$ cat src/rtl/mult_seq_ctrl.sv
// Sequenced 3x3 multiplier with binary-to-BCD conversion and seven-segment decode.
// A start request latches the operands; the registered result appears nine cycles later.
module mult_seq_ctrl (
  input  logic       clk,
  input  logic       rst,
  input  logic       start,
  input  logic [2:0] a,
  input  logic [2:0] b,
  output logic       busy,
  output logic       done,
  output logic [5:0] product,
  output logic [3:0] ten,
  output logic [3:0] one,
  output logic [6:0] led_ten,
  output logic [6:0] led_one
);

  typedef enum logic [1:0] {
    S_IDLE = 2'd0,
    S_MUL  = 2'd1,
    S_BCD  = 2'd2,
    S_DONE = 2'd3
  } state_t;

  state_t      state_q;
  logic [2:0]  a_q;
  logic [2:0]  b_q;
  logic [5:0]  acc_q;
  logic [1:0]  iter_q;
  logic [13:0] sh_q;
  logic [2:0]  step_q;
  logic        busy_q;
  logic        done_q;
  logic [5:0]  product_q;
  logic [3:0]  ten_q;
  logic [3:0]  one_q;
  logic [6:0]  led_ten_q;
  logic [6:0]  led_one_q;

  logic        mul_bit_d;
  logic [5:0]  acc_d;
  logic [3:0]  ten_adj_d;
  logic [3:0]  one_adj_d;
  logic [13:0] sh_d;

  // Active-low segment pattern {g..a}; digits above 9 blank the display.
  function automatic logic [6:0] seg7(input logic [3:0] digit);
    logic [6:0] pat;
    case (digit)
      4'd0:    pat = 7'b1000000;
      4'd1:    pat = 7'b1111001;
      4'd2:    pat = 7'b0100100;
      4'd3:    pat = 7'b0110000;
      4'd4:    pat = 7'b0011001;
      4'd5:    pat = 7'b0010010;
      4'd6:    pat = 7'b0000010;
      4'd7:    pat = 7'b1111000;
      4'd8:    pat = 7'b0000000;
      4'd9:    pat = 7'b0010000;
      default: pat = 7'b1111111;
    endcase
    return pat;
  endfunction

  // Multiplier bit selected by the current shift-add iteration.
  always_comb begin
    case (iter_q)
      2'd0:    mul_bit_d = b_q[0];
      2'd1:    mul_bit_d = b_q[1];
      2'd2:    mul_bit_d = b_q[2];
      default: mul_bit_d = 1'b0;
    endcase
  end

  // Shift-add partial product accumulation.
  always_comb begin
    if (mul_bit_d) begin
      acc_d = acc_q + ({3'b000, a_q} << iter_q);
    end else begin
      acc_d = acc_q;
    end
  end

  // Double-dabble step: correct digit fields >= 5, then shift left.
  always_comb begin
    if (sh_q[13:10] >= 4'd5) begin
      ten_adj_d = sh_q[13:10] + 4'd3;
    end else begin
      ten_adj_d = sh_q[13:10];
    end
    if (sh_q[9:6] >= 4'd5) begin
      one_adj_d = sh_q[9:6] + 4'd3;
    end else begin
      one_adj_d = sh_q[9:6];
    end
    sh_d = {ten_adj_d[2:0], one_adj_d, sh_q[5:0], 1'b0};
  end

  // Control FSM with operand, datapath and result registers.
  always_ff @(posedge clk) begin
    if (rst) begin
      state_q   <= S_IDLE;
      a_q       <= 3'd0;
      b_q       <= 3'd0;
      acc_q     <= 6'd0;
      iter_q    <= 2'd0;
      sh_q      <= 14'd0;
      step_q    <= 3'd0;
      busy_q    <= 1'b0;
      done_q    <= 1'b0;
      product_q <= 6'd0;
      ten_q     <= 4'd0;
      one_q     <= 4'd0;
      led_ten_q <= 7'b1000000;
      led_one_q <= 7'b1000000;
    end else begin
      case (state_q)
        S_IDLE, S_DONE: begin
          done_q <= 1'b0;
          if (start) begin
            a_q     <= a;
            b_q     <= b;
            acc_q   <= 6'd0;
            iter_q  <= 2'd0;
            busy_q  <= 1'b1;
            state_q <= S_MUL;
          end else begin
            busy_q  <= 1'b0;
            state_q <= S_IDLE;
          end
        end
        S_MUL: begin
          acc_q <= acc_d;
          if (iter_q == 2'd2) begin
            sh_q    <= {8'd0, acc_d};
            step_q  <= 3'd0;
            state_q <= S_BCD;
          end else begin
            iter_q <= iter_q + 2'd1;
          end
        end
        S_BCD: begin
          sh_q <= sh_d;
          if (step_q == 3'd5) begin
            busy_q    <= 1'b0;
            done_q    <= 1'b1;
            product_q <= acc_q;
            ten_q     <= sh_d[13:10];
            one_q     <= sh_d[9:6];
            led_ten_q <= seg7(sh_d[13:10]);
            led_one_q <= seg7(sh_d[9:6]);
            state_q   <= S_DONE;
          end else begin
            step_q <= step_q + 3'd1;
          end
        end
        default: begin
          busy_q  <= 1'b0;
          done_q  <= 1'b0;
          state_q <= S_IDLE;
        end
      endcase
    end
  end

  assign busy    = busy_q;
  assign done    = done_q;
  assign product = product_q;
  assign ten     = ten_q;
  assign one     = one_q;
  assign led_ten = led_ten_q;
  assign led_one = led_one_q;

endmodule

$ cat config.mk
export PLATFORM = sky130hd
export DESIGN_NAME = mult_seq_ctrl
export DESIGN_NICKNAME = d
export VERILOG_FILES = /design/src/rtl/mult_seq_ctrl.sv
export SDC_FILE = /design/constraint.sdc
export NUM_CORES = 1
export LEC_CHECK = 0
export CAP_MARGIN = 20
export CORE_ASPECT_RATIO = 1.4
export CORE_MARGIN = 5
export CORE_UTILIZATION = 33
export DETAILED_ROUTE_END_ITERATION = 6
export GPL_TIMING_DRIVEN = 1
export HOLD_SLACK_MARGIN = 0.12
export PLACE_DENSITY = 0.61
export SYNTH_ARGS = -nofsm -noshare
export SYNTH_HDL_FRONTEND = slang
export SYNTH_SLANG_ARGS = --single-unit
$ cat constraint.sdc
create_clock -name clk -period 3.08 [get_ports clk]
set_input_delay 0.924 -clock clk [delete_from_list [all_inputs] [get_ports clk]]
set_output_delay 0.924 -clock clk [all_outputs]
set_load 0.01 [all_outputs]
**Yosys cells after proc, flatten, opt, wreduce, memory -nomap -nowiden**

Memories as Yosys holds them, arrays and structs flattened. A register that Yosys moved wholly into a read port is not among the register bits.
Index checks and enable logic that the tools add are counted.

- Bits in registers: 49
- Memory bits (read-only): 224
- Bits of input ports: 9
- Output and inout bits: 30
- Logic and storage cells: 70
- Memories: 2

- $add $sub $neg: 5
- $lt $le $gt $ge: 2
- Eq/ne operators: 11
- Shift operators: 1
- Muxes and demuxes: 23
- Reductions and logical operators: 14

Memories:

| name | words | width | rd ports | clocked after Yosys merged registers in | write ports | RTL line | source |
|---|---|---|---|---|---|---|---|
| (name not given) | 16 | 7 | 1 | 1 | 0 | 49 | `case (digit)` |
| (name not given) | 16 | 7 | 1 | 1 | 0 | 49 |  |

Operator list:

| kind | number |
|---|---|
| $pmux 14 s2 | 1 |
| $mux 14 | 1 |
| $mux 6 | 2 |
| $pmux 6 s2 | 1 |
| $reduce_and 2->1 | 6 |
| $ne 2x2->1 const B | 5 |
| $mux 3 | 3 |
| $ge 4x3->1 const B | 2 |
| $mux 2 | 4 |
| $add 6x6->6 | 1 |
| $eq 2x2->1 const B | 3 |
| $pmux 2 s3 | 1 |
| $pmux 3 s2 | 1 |
| $reduce_and 3->1 | 2 |
| $reduce_bool 2->1 | 3 |
| $shl 3x2->6 | 1 |
| $add 4x2->4 const B | 1 |
| $eq 2x1->1 const B | 2 |
| $logic_not 2->1 | 2 |
| $mux 1 | 4 |
| $mux 4 | 1 |
| $pmux 1 s2 | 2 |
| $pmux 2 s2 | 1 |
| $add 3x1->3 const B | 1 |
| other kinds (5) | 5 |

**Logic depth before layout (Yosys ltp)**

- Depth in word-level cells: 5
- Depth in mapped cells: 10
- Depth with buffers taken out: 10

**Worst setup path after synthesis**

Ideal clock, no wire load.

- Path kind: register to register
- Start point: reg iter_q[0]
- End point: reg sh_q[4]
- Library setup time: 0.087 ns
- Data arrival time: 2.174 ns
- Data required time: 2.993 ns
- Slack: 0.819 ns
- Stages on the path, launching flop included: 11
- Path buffers: 1
- Clock period less this slack: 2.261 ns
- Cells stage by stage: dfxtp_1 > clkbuf_1 > inv_1 > and3_1 > ha_1 > fa_1 > a21o_1 > a21oi_1 > xnor2_1 > a21oi_1 > o31ai_1

- Cells in the longest elaborated chain, start to end: 5

Ends and longest elaborated chain:

| what | RTL line | source |
|---|---|---|
| from (decl) | 29 | `logic [1:0] iter_q;` |
| from (signal assigned) | 139 | `iter_q <= iter_q + 2'd1;` |
| $shl 3x2->6 (tied with other cells) | 78 | `acc_d = acc_q + ({3'b000, a_q} << iter_q);` |
| $add 6x6->6 or $pmux 1 s3 (tied branches) | 78, 67 |  |
| $mux 6 | 77 | `if (mul_bit_d) begin` |
| $mux 14 | 134 | `if (iter_q == 2'd2) begin` |
| $pmux 14 s2 | 117 | `case (state_q)` |
| to (signal assigned) | 135 | `sh_q <= {8'd0, acc_d};` |
| to (decl) | 30 | `logic [13:0] sh_q;` |

Several ways; a longest one is shown, not always the timed one. The select of a mux whose other input is x is not followed.
A chain may end at the register's enable or synchronous reset.

**Worst setup path after layout**

- Start point: reg sh_q[6]
- End point: reg led_ten_q[3] (netlist: led_ten[3])

- Cells in the longest elaborated chain, start to end: 2

Ends and longest elaborated chain:

| what | RTL line | source |
|---|---|---|
| $add 4x2->4 or $ge 4x3->1 (tied branches) | 92, 91 |  |
| $mux 4 (*) | 91 | `if (sh_q[9:6] >= 4'd5) begin` |
| named net one_adj_d[3] | 43 | `logic [3:0] one_adj_d;` |
| to (decl) | 37 | `logic [6:0] led_ten_q;` |

The timed path passes the listed nets; every way through them passes the cells marked *.

==> flow_metrics.py <==
metrics = {
    "finish": {
        "seqCellArea_um2": 1261,
        "syn2layout_area_growth_pct": 23.65,
        "drive_above_1_share_pct": 7.991,
        "diodes": 0,
        "fin_cells": 601,
        "design_area_um2": 4225,
        "num-nets-final": 495,
        "nFillCells": 1044,
        "multi_input_area_um2": 1992,
    },
    "sta": {
        "tns_ns": 0,
        "period_minus_slack_ns": 2.387,
        "rsz0062_at_grt": "no",
        "finClkSkew_ns": 0.009572,
        "fmax_mhz": 418.8,
        "hold_viol": 0,
        "max_slew.worst_pin.slew_ns": 0.6546,
        "fin_crit_sh_pct": 77.52,
        "drv_slew": 0,
        "finalSetupViolations": 0,
        "timing.slew.headroom_pct": 55.11,
    },
    "floorplanning": {
        "ios": 39,
        "initial_core_util_pct": 33.37,
        "dieArea_um2": 12520,
        "chipWidth_um": 96,
        "core.rowCount": 44,
        "die_y_um": 130.4,
        "core_region_area_um2": 10240,
    },
    "hold_path": {
        "min_delay_worst_endpoint": "sh_q[0]",
        "hold_path_startpoint": "sh_q[0]",
        "hp-class": "flip-flop to flip-flop",
        "min_path_cells": 2,
    },
    "power_and_ir_drop": {
        "clkPwrFrac_pct": 39.5,
        "switching_share_pct": 31.51,
        "vdd_drop_max_uv": 431.2,
        "netSwitchingPower_w": 0.0007449,
        "combPwrFrac_pct": 22.1,
        "power_per_cell_area_nw_per_um2": 559.4,
        "seqPwrFrac_pct": 38.3,
        "leakagePower_nw": 1.637,
        "p_int_w": 0.001619,
    },
    "clock_network": {
        "clock_sinks": 63,
        "post_cts_buffers": 0,
        "cts_resized": 0,
        "cts_max_level": 3,
        "clk_latency_ns": 0.33,
        "cts_buffer_depth": 2,
        "postCtsHoldBufs": 0,
        "cts_tree": "built",
        "path_clk_slew_ns": 0.05,
        "cts_inserted_buffers": 9,
        "root_buffer": "clkbuf_16",
    },
    "placement": {
        "dp.cells": 585,
        "io_buffers": 38,
        "dpl_cell_area_um2": 3948,
        "routabilityCongestion": 0.8878,
        "dpl.hpwl_mm": 6.078,
    },
    "run_status": {
        "outcome": "finished, final reports clean",
    },
    "drt": {
        "vias": 3014,
        "first_iter_violations": 111,
        "ant_nets": 0,
        "wl_per_cell_um": 13.57,
        "drc_errors": 0,
        "routed_wl_mm": 8.155,
        "via_per_inst": 5.015,
        "first_pass_iters": 4,
    },
    "synthesis": {
        "ys_seq_elements": 63,
        "async_flop_share_pct": 0,
        "yosysSeqAreaShare_pct": 36.91,
        "syn_inst": 421,
        "synth_ff_type": "dfxtp_1",
        "yosysWarnings": 0,
        "syn_area_per_cell_um2": 8.116,
        "syn_area_um2": 3417,
        "yosysUniqueCellTypes": 49,
        "synth_edf_count": 0,
        "syn_nets": 458,
    },
    "setup_path": {
        "cp.arrival_ns": 2.58,
        "worstPathRequired_ns": 3.28,
        "cp-end-kind": "flip-flop",
        "critPathMaxFanout": 7,
        "r2r-start": "sh_q[6]",
        "r2r_setup_slack_ns": 0.69,
        "worstRegToRegCells": 10,
        "startpoint_type": "flip-flop",
        "path_class": "flip-flop to flip-flop",
        "r2r_end": "led_ten[3]",
    },
    "global_route": {
        "grt_overflow_total": 0,
        "grt_max_degree": 22,
        "antenna_found_initial": 0,
        "grt_pass1_vias": 3022,
        "grt_pass1_wl_mm": 13.91,
        "grt_use_total_pct": 13.96,
    },
    "flow_run": {
        "maxCapViolations": 0,
    },
}
worst max-delay path, cell delays in order, from the launching register on:
cell	delay, ns
dfxtp_1	0.37
inv_1	0.14
ha_1	0.27
nand2b_1	0.13
nor2b_1	0.15
mux2i_1	0.39
inv_1	0.17
ha_1	0.34
inv_1	0.04
a32oi_1	0.17
nand3_1	0.09
worst max path at each step:
| stage | to | start |
|---|---|---|
| detailed placement | acc_q[2] | start |
| global placement | acc_q[2] | start |
| global route | led_one[4] | sh_q[6] |
| finish | led_ten[3] | sh_q[6] |
| floorplan | sh_q[4] | iter_q[0] |
| CTS | led_ten[4] | sh_q[11] |
cells in the mapped netlist (3+ instances only):
| master | count | area (µm²) |
|---|---|---|
| dfxtp_1 | 63 | 1261 |
| and3_1 | 4 | 25.02 |
| o21ai_0 | 24 | 120.1 |
| a22oi_1 | 13 | 97.59 |
| nand2b_1 | 5 | 31.28 |
| inv_1 | 21 | 78.83 |
| o211ai_1 | 6 | 45.04 |
| xnor2_1 | 4 | 35.03 |
| xor2_1 | 3 | 26.28 |
| nand4_1 | 3 | 18.77 |
| buf_1 | 3 | 11.26 |
| a21oi_1 | 37 | 185.2 |
| a211oi_1 | 6 | 45.04 |
| o31ai_1 | 4 | 30.03 |
| a21o_1 | 5 | 37.54 |
| mux2_2 | 3 | 33.78 |
| o21a_1 | 3 | 22.52 |
| nor2_1 | 34 | 127.6 |
| nand3_1 | 23 | 115.1 |
| nand2_1 | 65 | 244.0 |
| buf_2 | 5 | 25.02 |
| nor3_1 | 5 | 25.02 |
| mux2i_1 | 9 | 90.09 |
| a32oi_1 | 3 | 26.28 |
| clkbuf_1 | 13 | 48.80 |
| ha_1 | 27 | 337.8 |
cell families (layout without fill, tap and decap cells):
| family | Yosys count | in the layout | synth area share, % |
|---|---|---|---|
| and+or+nand+nor | 149 | 149 | 19.19 |
| AOI/OAI and AO/OA | 118 | 118 | 22.30 |
| DFF | 63 | 63 | 36.91 |
| buffers and inverters | 42 | 84 | 4.797 |
| adders and majority gates | 28 | 28 | 10.47 |
| muxes | 13 | 13 | 4.064 |
| xor gates and xnor gates | 8 | 8 | 2.270 |
sequential cells by signal (all words and copies together), names as in the netlist:
signal   flops
b_q          3
sh_q        14
a_q          3
led_ten      7
state_q      2
led_one      7
busy         1
done         1
one          4
iter_q       2
acc_q        6
step_q       3
product      6
ten          4
power groups by stage:
stage / sequential, W / combinational [W] / clock [W]
2_1_floorplan: 0.000908 / 0.000401 / 0
5_1_grt: 0.000911 / 0.000592 / 0.000997
4_1_cts: 0.000905 / 0.000526 / 0.000961
3_5_place_dp: 0.000922 / 0.000526 / 0
3_3_place_gp: 0.000918 / 0.000516 / 0
6_report: 0.000906 / 0.000523 / 0.000934
layout make-up:
cell class	count	share of cell area, %
clock inverters	3	0.4146
flip-flops and latches	63	29.85
repair buffers	47	10.48
inverters	21	1.866
multi-input cells	316	47.14
clock buffers	13	6.159
well taps	138	4.086
per-layer routing:
layer  track usage, %  routed length [µm]
met2            24.56                4211
met3            2.978                 344
met4            5.276                  39
met1            16.39                3560
met5                0                   0
stage by stage:
step	util, %	hold WS (ns)	setup slack [ns]	power [W]
final	41.26	0.4532	0.6925	0.002364
after global routing	41.26	0.4704	0.4158	0.002500
after CTS	41.26	0.4543	0.6968	0.002393
after detailed placement	38.55	0.4470	0.7131	0.001448
after global placement	38.55	0.4360	0.7597	0.001434
after floorplan	-	0.4268	0.8186	0.001309
placed cells by master, fill, tap and decap left out, drive strengths merged, types with 5 or more instances in the layout:
master         synthesis  routed
nor3                   5       5
o21ai                 25      25
xnor2                  5       5
nand2                 65      65
dfxtp                 63      63
inv                   21      21
a22oi                 13      13
mux2i                  9       9
clkdlybuf4s50          0      37
a211oi                 7       7
nand3                 23      23
nand2b                 6       6
o211ai                 6       6
buf                    8      10
a21oi                 39      39
clkbuf                13      13
nor2                  36      36
a21o                   5       5
ha                    27      27
Note: power is estimated with default switching activity, not from simulation.
==> RTL edit, RTL diff (config.mk and constraints unchanged) <==
Add an input register stage for `start`, `a` and `b`, without a reset; this delays them by one clock. Comments in the files are not updated.
--- a/src/rtl/mult_seq_ctrl.sv
+++ b/src/rtl/mult_seq_ctrl.sv
@@ -22,4 +22,14 @@
     S_DONE = 2'd3
   } state_t;
+
+  logic start_q;
+  logic [2:0] a_r;
+  logic [2:0] b_r;
+
+  always_ff @(posedge clk) begin
+    start_q <= start;
+    a_r     <= a;
+    b_r     <= b;
+  end
 
   state_t      state_q;
@@ -118,7 +128,7 @@
         S_IDLE, S_DONE: begin
           done_q <= 1'b0;
-          if (start) begin
-            a_q     <= a;
-            b_q     <= b;
+          if (start_q) begin
+            a_q     <= a_r;
+            b_q     <= b_r;
             acc_q   <= 6'd0;
             iter_q  <= 2'd0;
Function: changed (a bounded check fails within 4 cycles, from zero or initial values and one cycle with rst high).
==> RTL edit against the original RTL <==
Total power is 9.1% higher. Routed wire length is 5.1% higher. Global-route usage is 0.50 points lower. Largest power group unchanged. Setup slack worse by 0.085 ns. Clock power is 12% higher. Highest routed layer unchanged. Count of clock-buffer cells in the layout stayed put. Sequential power is 10% higher. Critical path depth is 2 lower. Clock skew is 0.0031 ns lower. Sequential cell count is 7 higher. Largest cell class unchanged. Final area is 5.9% higher. Area after synthesis is 7.5% higher. Non-clock buffer count is 3 lower.
==> RTL edit: results (changes against the original RTL) <==
- Wirelength, routed: 8570 um (+5.1%)
- Mux contribution to synthesized area: 2.11% (-2.0 points)
- HPWL Detailed: 6230 um (+2.5%)
- Vias in the first global route: 3,106 (+2.8%)
- Clk_skew: 0.00644 ns (-0.00313 ns)
- Synth Area in Adders: 9.74% (-0.73 points)
- Commonest cells in the netlist: 70 x dfxtp_1, 58 x nand2_1, 39 x nor2_1
- Share of cells above drive strength 1: 12.0% (+4.0 points)
- Post-CTS setup buffer count: 0 (unchanged)
- Synth Area in XOR/XNOR: 2.93% (+0.66 points)
- Setup crit start: iter_q[0]
- Async set or reset register ratio after synthesis: 0% (unchanged)
- Worst slack, placed: 0.673 ns (-0.0405 ns)
- Max reg flops: 14 (unchanged)
- Synth Area in Compound Gates: 23.7% (+1.4 points)
- PortBufs: 38 (unchanged)
- Seq/Total Area, Yosys: 38.1% (+1.2 points)
- H-tree lvl count: 3 (unchanged)
- Syn Nets: 466 (+1.7%)
- Initial antenna violation count: 0 (unchanged)
- Max Buffers Root-to-Sink: 2 (unchanged)
- Worst Path Arrival: 2.71 ns (+0.13 ns)
- Count of different cell masters after synthesis: 62 (+27%)
- Diode count: 0 (unchanged)
- Pin count of the biggest net entering global routing: 26 (+18%)
- VDD IR max: 0.339 mV (-21%)
- Worst Path Max Fanout: 9 (+2)
- DR iter-0 viols: 202 (+82%)
- Root buffer cell: clkbuf_16
- Fill cells: 1,065 (+2.0%)
- WHS Path Cells: 2 (unchanged)
- P_leak: 1.62 nW (-0.84%)
- Status: finished clean
- Total global-route track usage: 13.5% (-0.50 points)
- PostCTS Resize Cnt: 0 (unchanged)
- Clk Latency, worst-skew pair: 0.33 ns (about the same)
- Reg2Reg Setup Slack: 0.61 ns (-0.09 ns)
- Clock transition at path regs: 0.05 ns (about the same)
- Measured slew at the worst slew-check pin: 0.627 ns (-0.0273 ns)
- Global-route wire length before repair: 14,600 um (+4.8%)
- Via/cell ratio: 5.19 (+3.5%)
- GPL Wtd Cong: 0.895 (+0.86%)
- Area contributors post-synth: dfxtp_1 38%, ha_1 9.2%, nand2_1 5.9%
- DR pass1 iterations: 5 (+1)
- Fin nets: 500 (+1.0%)
- Setup crit end: sh_q[4]
- Total CTS buffers: 9 (unchanged)
- R2R depth: 8 (-2)
- Hold Crit Class: register to register
- Reg with most FFs: sh_q
- Dominant synthesized flop cell: dfxtp_1
- Fin crit period: 2.47 ns (+0.0853 ns)
- Yosys warns: 0 (unchanged)
==> RTL edit: cell count changes after synthesis, sizes merged, moves of 5 or more <==
cell | unedited run | this run
o21ai | 25 | 34
buf | 8 | 13
mux2i | 9 | 4
clkbuf | 13 | 8
dfxtp | 63 | 70
a211oi | 7 | 15
nor2 | 36 | 43
nand2 | 65 | 60
o211ai | 6 | 1
==> RTL edit: power by group <==
part	switching, mW	leakage, nW	internal [mW]
clock	0.380	0.146	0.670
sequential	0.0387	0.568	0.958
combinational	0.354	0.909	0.178
==> RTL edit: kinds of logic (layout without fill, tap and decap cells) <==
group                    Yosys count  after routing
XOR/XNOR                           9              9
AND/OR/NAND/NOR                  151            151
multiplexers                       7              7
adder cells (fa/ha/maj)           28             28
flip-flops                        70             70
buffers and inverters             39             78
AO/OA/AOI/OAI                    125            125
==> RTL edit: per-layer routing <==
metal / global-route usage (%) / vias up / wire, um
li1: - / 1588 / -
met1: 15.0 / 1477 / 3520
met2: 23.9 / 77 / 4510
met3: 3.31 / 20 / 382
met4: 6.30 / 0 / 155
met5: 0 / - / 0
==> RTL edit: worst min path at each step <==
stage,startpoint,end
floorplan,sh_q[0],sh_q[0]
global placement,sh_q[0],sh_q[0]
detailed placement,a_r[2],a_q[2]
CTS,b_r[1],b_q[1]
global route,led_ten[0],led_ten[0]
finish,a_r[2],a_q[2]
==> RTL edit: cell type report <==
cell class,count,share of cell area (%)
clock buffers,13,5.82
well taps,141,3.94
multi-input cells,320,47.0
flip-flops and latches,70,31.3
clock inverters,3,0.951
inverters,18,1.51
repair buffers,44,9.40
==> RTL edit: stage by stage <==
| stage | instances | area (um^2) | util, % | power (mW) | hold slack, ns |
|---|---|---|---|---|---|
| global route | 609 | 4470 | 41.2 | 2.71 | 0.468 |
| global placement | 593 | 4170 | 38.4 | 1.53 | 0.440 |
| detailed placement | 593 | 4170 | 38.4 | 1.55 | 0.443 |
| floorplan | 429 | 3670 | - | 1.41 | 0.427 |
| finish | 609 | 4470 | 41.2 | 2.58 | 0.449 |
| CTS | 609 | 4470 | 41.2 | 2.60 | 0.448 |
==> RTL edit: critical path, cell delays in order, from the launching register on <==
cell and delay, ns:
dfxtp_1 0.52, mux2_2 0.39, and2_1 0.19, fa_1 0.43, a21o_1 0.18, a21oi_1 0.19
xnor2_1 0.18, a21oi_1 0.10, o31ai_1 0.21
